==> config.mk <==
export PLATFORM = sky130hd
export DESIGN_NAME = memory_interface
export DESIGN_NICKNAME = d
export VERILOG_FILES = /design/src/rtl/memory_interface.sv
export SDC_FILE = /design/constraint.sdc
export NUM_CORES = 1
export LEC_CHECK = 0
export ABC_AREA = 1
export CORE_UTILIZATION = 35
export CTS_BUF_LIST = sky130_fd_sc_hd__clkbuf_4 sky130_fd_sc_hd__clkbuf_8 sky130_fd_sc_hd__clkbuf_16
export CTS_CLUSTER_DIAMETER = 40
export DETAILED_ROUTE_END_ITERATION = 8
export PLACE_DENSITY = 0.66
export SLEW_MARGIN = 20
export SYNTH_ARGS = -nofsm -noshare
export SYNTH_HDL_FRONTEND = slang
export SYNTH_SLANG_ARGS = --single-unit
==> constraint.sdc <==
create_clock -name clk -period 3 [get_ports clk]
set_input_delay 0.9 -clock clk [delete_from_list [all_inputs] [get_ports clk]]
set_output_delay 0.9 -clock clk [all_outputs]
set_load 0.1 [all_outputs]
==> src/rtl/memory_interface.sv <==
// memory_interface: multi-cycle RV32I load/store unit driving a req/ack memory port.
// Define MEM_TIMEOUT_EN to abort requests left unacknowledged for TIMEOUT_CYCLES cycles.
module memory_interface #(
  parameter int TIMEOUT_CYCLES = 255
) (
  input  logic        clk,
  input  logic        rst_n,
  input  logic        start,
  input  logic        write,
  input  logic [2:0]  funct3,
  input  logic [31:0] addr,
  input  logic [31:0] wdata,
  output logic        busy,
  output logic        done,
  output logic        err,
  output logic [31:0] rdata,
  output logic        mem_req,
  output logic        mem_we,
  output logic [31:0] mem_addr,
  output logic [3:0]  mem_be,
  output logic [31:0] mem_wdata,
  input  logic        mem_ack,
  input  logic [31:0] mem_rdata
);
  typedef enum logic [1:0] {IDLE, REQ, DONE} state_e;
  state_e state_q, state_d;
  logic        we_q, err_q, err_d, ok, tmo;
  logic [2:0]  f3_q;
  logic [31:0] addr_q, wdata_q, rdata_q, rdata_d, sh, ld, be_wd;
  logic [3:0]  be;
  assign ok = (write ? funct3 inside {3'b000, 3'b001, 3'b010}
                     : funct3 inside {3'b000, 3'b001, 3'b010, 3'b100, 3'b101})
            && (funct3[1:0] == 2'b01 ? !addr[0] :
                funct3[1:0] == 2'b10 ? addr[1:0] == 2'b00 : 1'b1);
  assign sh = mem_rdata >> {addr_q[1:0], 3'b000};
  assign ld = f3_q[1:0] == 2'b00 ? {{24{~f3_q[2] & sh[7]}}, sh[7:0]} :
              f3_q[1:0] == 2'b01 ? {{16{~f3_q[2] & sh[15]}}, sh[15:0]} : mem_rdata;
  assign be = f3_q[1:0] == 2'b00 ? 4'b0001 << addr_q[1:0] :
              f3_q[1:0] == 2'b01 ? 4'b0011 << addr_q[1:0] : 4'b1111;
  assign be_wd = f3_q[1:0] == 2'b00 ? {4{wdata_q[7:0]}} :
                 f3_q[1:0] == 2'b01 ? {2{wdata_q[15:0]}} : wdata_q;
`ifdef MEM_TIMEOUT_EN
  localparam int CW = $clog2(TIMEOUT_CYCLES + 1);
  logic [CW-1:0] cnt_q;
  // Held at zero outside REQ, so it restarts on every entry into REQ.
  always_ff @(posedge clk or negedge rst_n)
    if (!rst_n) cnt_q <= '0;
    else cnt_q <= (state_q == REQ) ? cnt_q + 1'b1 : '0;
  assign tmo = (state_q == REQ) && (cnt_q == CW'(TIMEOUT_CYCLES - 1));
`else
  assign tmo = 1'b0;
`endif
  always_comb begin
    state_d = state_q;
    err_d   = err_q;
    rdata_d = rdata_q;
    if (state_q == IDLE && start) begin
      state_d = ok ? REQ : DONE;
      err_d   = !ok;
    end else if (state_q == REQ && mem_ack) begin
      state_d = DONE;
      err_d   = 1'b0;
      rdata_d = we_q ? rdata_q : ld;
    end else if (tmo) begin
      state_d = DONE;
      err_d   = 1'b1;
    end else if (state_q == DONE) begin
      state_d = IDLE;
    end
  end
  always_ff @(posedge clk or negedge rst_n)
    if (!rst_n) begin
      state_q <= IDLE;
      err_q   <= 1'b0;
      rdata_q <= '0;
      we_q    <= 1'b0;
      f3_q    <= '0;
      addr_q  <= '0;
      wdata_q <= '0;
    end else begin
      state_q <= state_d;
      err_q   <= err_d;
      rdata_q <= rdata_d;
      if (state_q == IDLE && start) begin
        we_q    <= write;
        f3_q    <= funct3;
        addr_q  <= addr;
        wdata_q <= wdata;
      end
    end
  assign busy      = state_q != IDLE;
  assign done      = state_q == DONE;
  assign err       = done && err_q;
  assign rdata     = rdata_q;
  assign mem_req   = state_q == REQ;
  assign mem_we    = mem_req && we_q;
  assign mem_addr  = mem_req ? {addr_q[31:2], 2'b00} : '0;
  assign mem_be    = mem_req ? be : '0;
  assign mem_wdata = mem_req ? be_wd : '0;
endmodule

==> run_results.csv <==
group,metric,value,unit
synth,ys_seq_area_share,47.9,%
setup_path,start_kind,"flop",
clock_network,clk_pin_slew,0.07,ns
setup_path,cp_max_fo,12,
synth,synth_most_common_cell,"nand2_1",
synth,yosysTopAreaCellShare,47.9,%
job,max-cap-violations,0,
routing,dr_total_vias,5494,
setup_path,required,2.10,ns
synth,mappedNetlistArea,5390,sq um
clock_network,clock-root-buffer,"clkbuf_16",
synth,synthArstFlopShare,100,%
synth,yosys.area_share.adder,0.929,%
grt,grt_max_degree,49,
grt,antenna_found_initial,0,
synth,synth_area_per_cell,7.10,sq um
routing,drtIter0Drc,427,
clock_network,cts_hold_buf,0,
grt,track_usage,23.3,%
sta,rsz0062_at_grt,"false",
die,io-pin-count,209,
routing,wl,17500,um
sta,min_period,2.85,ns
run_status,outcome,"finished, final reports clean",
grt,grt-ovfl-total,0,
die,die_y,126,um
synth,muxShareOfSynthArea,0,%
place,dpl.hpwl,13100,um
clock_network,cts_made_buffers,9,
synth,yosys.area_share.simple,30.7,%
clock_network,clk-insertion-delay-late,0.35,ns
worst_hold_path,hold_class,"flop to flop",
synth,synth_xor_area_share,0,%
setup_path,arrival,1.95,ns
synth,synth.distinct_cells,26,
synth,synth_top_family_by_area,"simple AND/OR/NAND/NOR gates",
sta,clock.fmax,351,MHz
sta,fin_crit_sh,94.9,%
sta,maxSlewViolCount,0,
die,rows,44,
clock_network,postCtsSetupBuffers,0,
routing,viasPerCell,4.83,
synth,synth.top_cells.by_count,"nand2_1 (251), nor2_1 (135), dfrtp_1 (103), o21ai_0 (72), inv_1 (67)",
finish,num-nets-final,1059,
die,initial_core_util,36.5,%
clock_network,cts_tree,"built",
finish,n_antenna_cell,0,
sta,finalSetupViolations,0,
setup_path,critPathKind,"flop to output port",
synth,ys_ff_latch,103,
routing,first_pass_iters,6,
clock_network,cts_resized,0,
finish,syn2layout_area_growth,60.7,%
synth,yosys-top-cells-area,"dfrtp_1 (48%), nand2_1 (17%), nor2_1 (9.4%)",
sta,fin_skew,0.00559,ns
synth,synth_ff_type,"dfrtp_1",
routing,drcViolationCount,0,
sta,finalHoldViolations,0,
setup_path,critPathCaptureType,"output port",
grt,grt_pass1_wl,28500,um
synth,synth_enable_flop_cells,0,
routing,wl_per_cell,15.4,um
die,die_x,126,um
place,gp_congestion,0.836,
place,numPortBuffers,206,
die,dieArea,15900,sq um
clock_network,cts_buffer_depth,2,
synth,ys_warn_count,0,
die,core-area,14800,sq um
finish,drive_above_1_share,21.2,%
synth,yosys.area.top_type,"dfrtp_1",
routing,ant_nets,0,
finish,final_core_util,58.7,%
synth,syn-instance-count,758,
clock_network,cts.sink_count,103,
synth,synth_compound_gate_area_share,11.3,%
clock_network,cts_max_level,3,
grt,grt_pass1_vias,5447,
[cell families after synthesis]
| group | count (synthesis) |
|---|---|
| buffers and inverters | 116 |
| other | 1 |
| and+or+nand+nor | 420 |
| DFF | 103 |
| adders and majority gates | 4 |
| AOI/OAI and AO/OA | 114 |
[placed cells by master (no fill, tap or decap)]
master | netlist | final
a21oi_1 | 29 | 20
a21oi_2 | 1 | 10
buf_12 | 0 | 71
buf_4 | 4 | 51
bufinv_16 | 0 | 1
clkbuf_16 | 0 | 9
clkbuf_4 | 0 | 1
clkdlybuf4s50_1 | 0 | 102
clkinv_2 | 0 | 2
clkinvlp_4 | 0 | 1
conb_1 | 1 | 2
dfrtp_1 | 103 | 103
ha_1 | 4 | 4
inv_1 | 67 | 67
inv_2 | 6 | 4
inv_6 | 0 | 1
nand2_1 | 251 | 251
nand2_2 | 4 | 3
nand2_4 | 1 | 2
nand3_1 | 24 | 24
nor2_1 | 135 | 94
nor2_2 | 1 | 42
nor2_4 | 2 | 2
nor3_2 | 0 | 1
nor3_4 | 1 | 1
o2111ai_1 | 3 | 3
o211ai_1 | 6 | 6
o21ai_0 | 72 | 72
o22ai_1 | 1 | 1
o31ai_1 | 2 | 2
[worst paths after layout]
kind                                   from     endpoint  slack (ns)  cells after the start
worst min-delay path            wdata_q[23]  wdata_q[23]        0.48                      2
max in group asynchronous             rst_n   addr_q[30]        1.80                      2
worst min register to register  wdata_q[23]  wdata_q[23]        0.48                      2
worst max register to register      f3_q[0]    rdata[13]        1.04                      8
worst max-delay path                f3_q[0]    mem_be[2]        0.15                      6
min in group asynchronous             rst_n    rdata[16]        0.51                      1
[per-layer routing]
| layer | global-route usage (%) | up-vias | wire length (um) |
|---|---|---|---|
| met5 | 0 | - | 0 |
| met4 | 6.17 | 0 | 297 |
| met3 | 10.5 | 22 | 1930 |
| met2 | 36.2 | 234 | 7840 |
| met1 | 29.2 | 2523 | 7460 |
| li1 | - | 2715 | - |
[layout make-up]
type	instances	area, sq um
inverters	73	277
clock inverters	3	46.3
clock buffers	10	233
repair buffers	224	2830
well taps	184	230
fillers	1342	6100
multi-input cells	540	2470
flip-flops and latches	103	2580
[critical path, cell delays in order, from the launching register on]
cell	delay, ns
dfrtp_1	0.45
nor2_1	0.11
inv_1	0.30
buf_4	0.26
o22ai_1	0.09
nor2_1	0.18
buf_12	0.20
[sequential cells by signal, indices dropped and copies added, names as in the netlist]
register and flops:
wdata_q 32, rdata 32, f3_q 3, addr_q 32, err_q 1, state_q 2, we_q 1
[per-stage QoR]
stage | setup slack, ns | instance area [sq um] | hold WS (ns) | TNS [ns] | std cells
2_1_floorplan | -0.288 | 5530 | 0.444 | -1.93 | 759
4_1_cts | 0.150 | 8650 | 0.479 | 0 | 1137
3_3_place_gp | 0.549 | 8370 | 0.458 | 0 | 1124
5_1_grt | 0.0193 | 8650 | 0.504 | 0 | 1137
3_5_place_dp | 0.547 | 8370 | 0.461 | 0 | 1124
6_report | 0.153 | 8650 | 0.475 | 0 | 1137
Power is not shown: default switching activity piles up to over one toggle a cycle in this logic, so the estimate is an artifact.
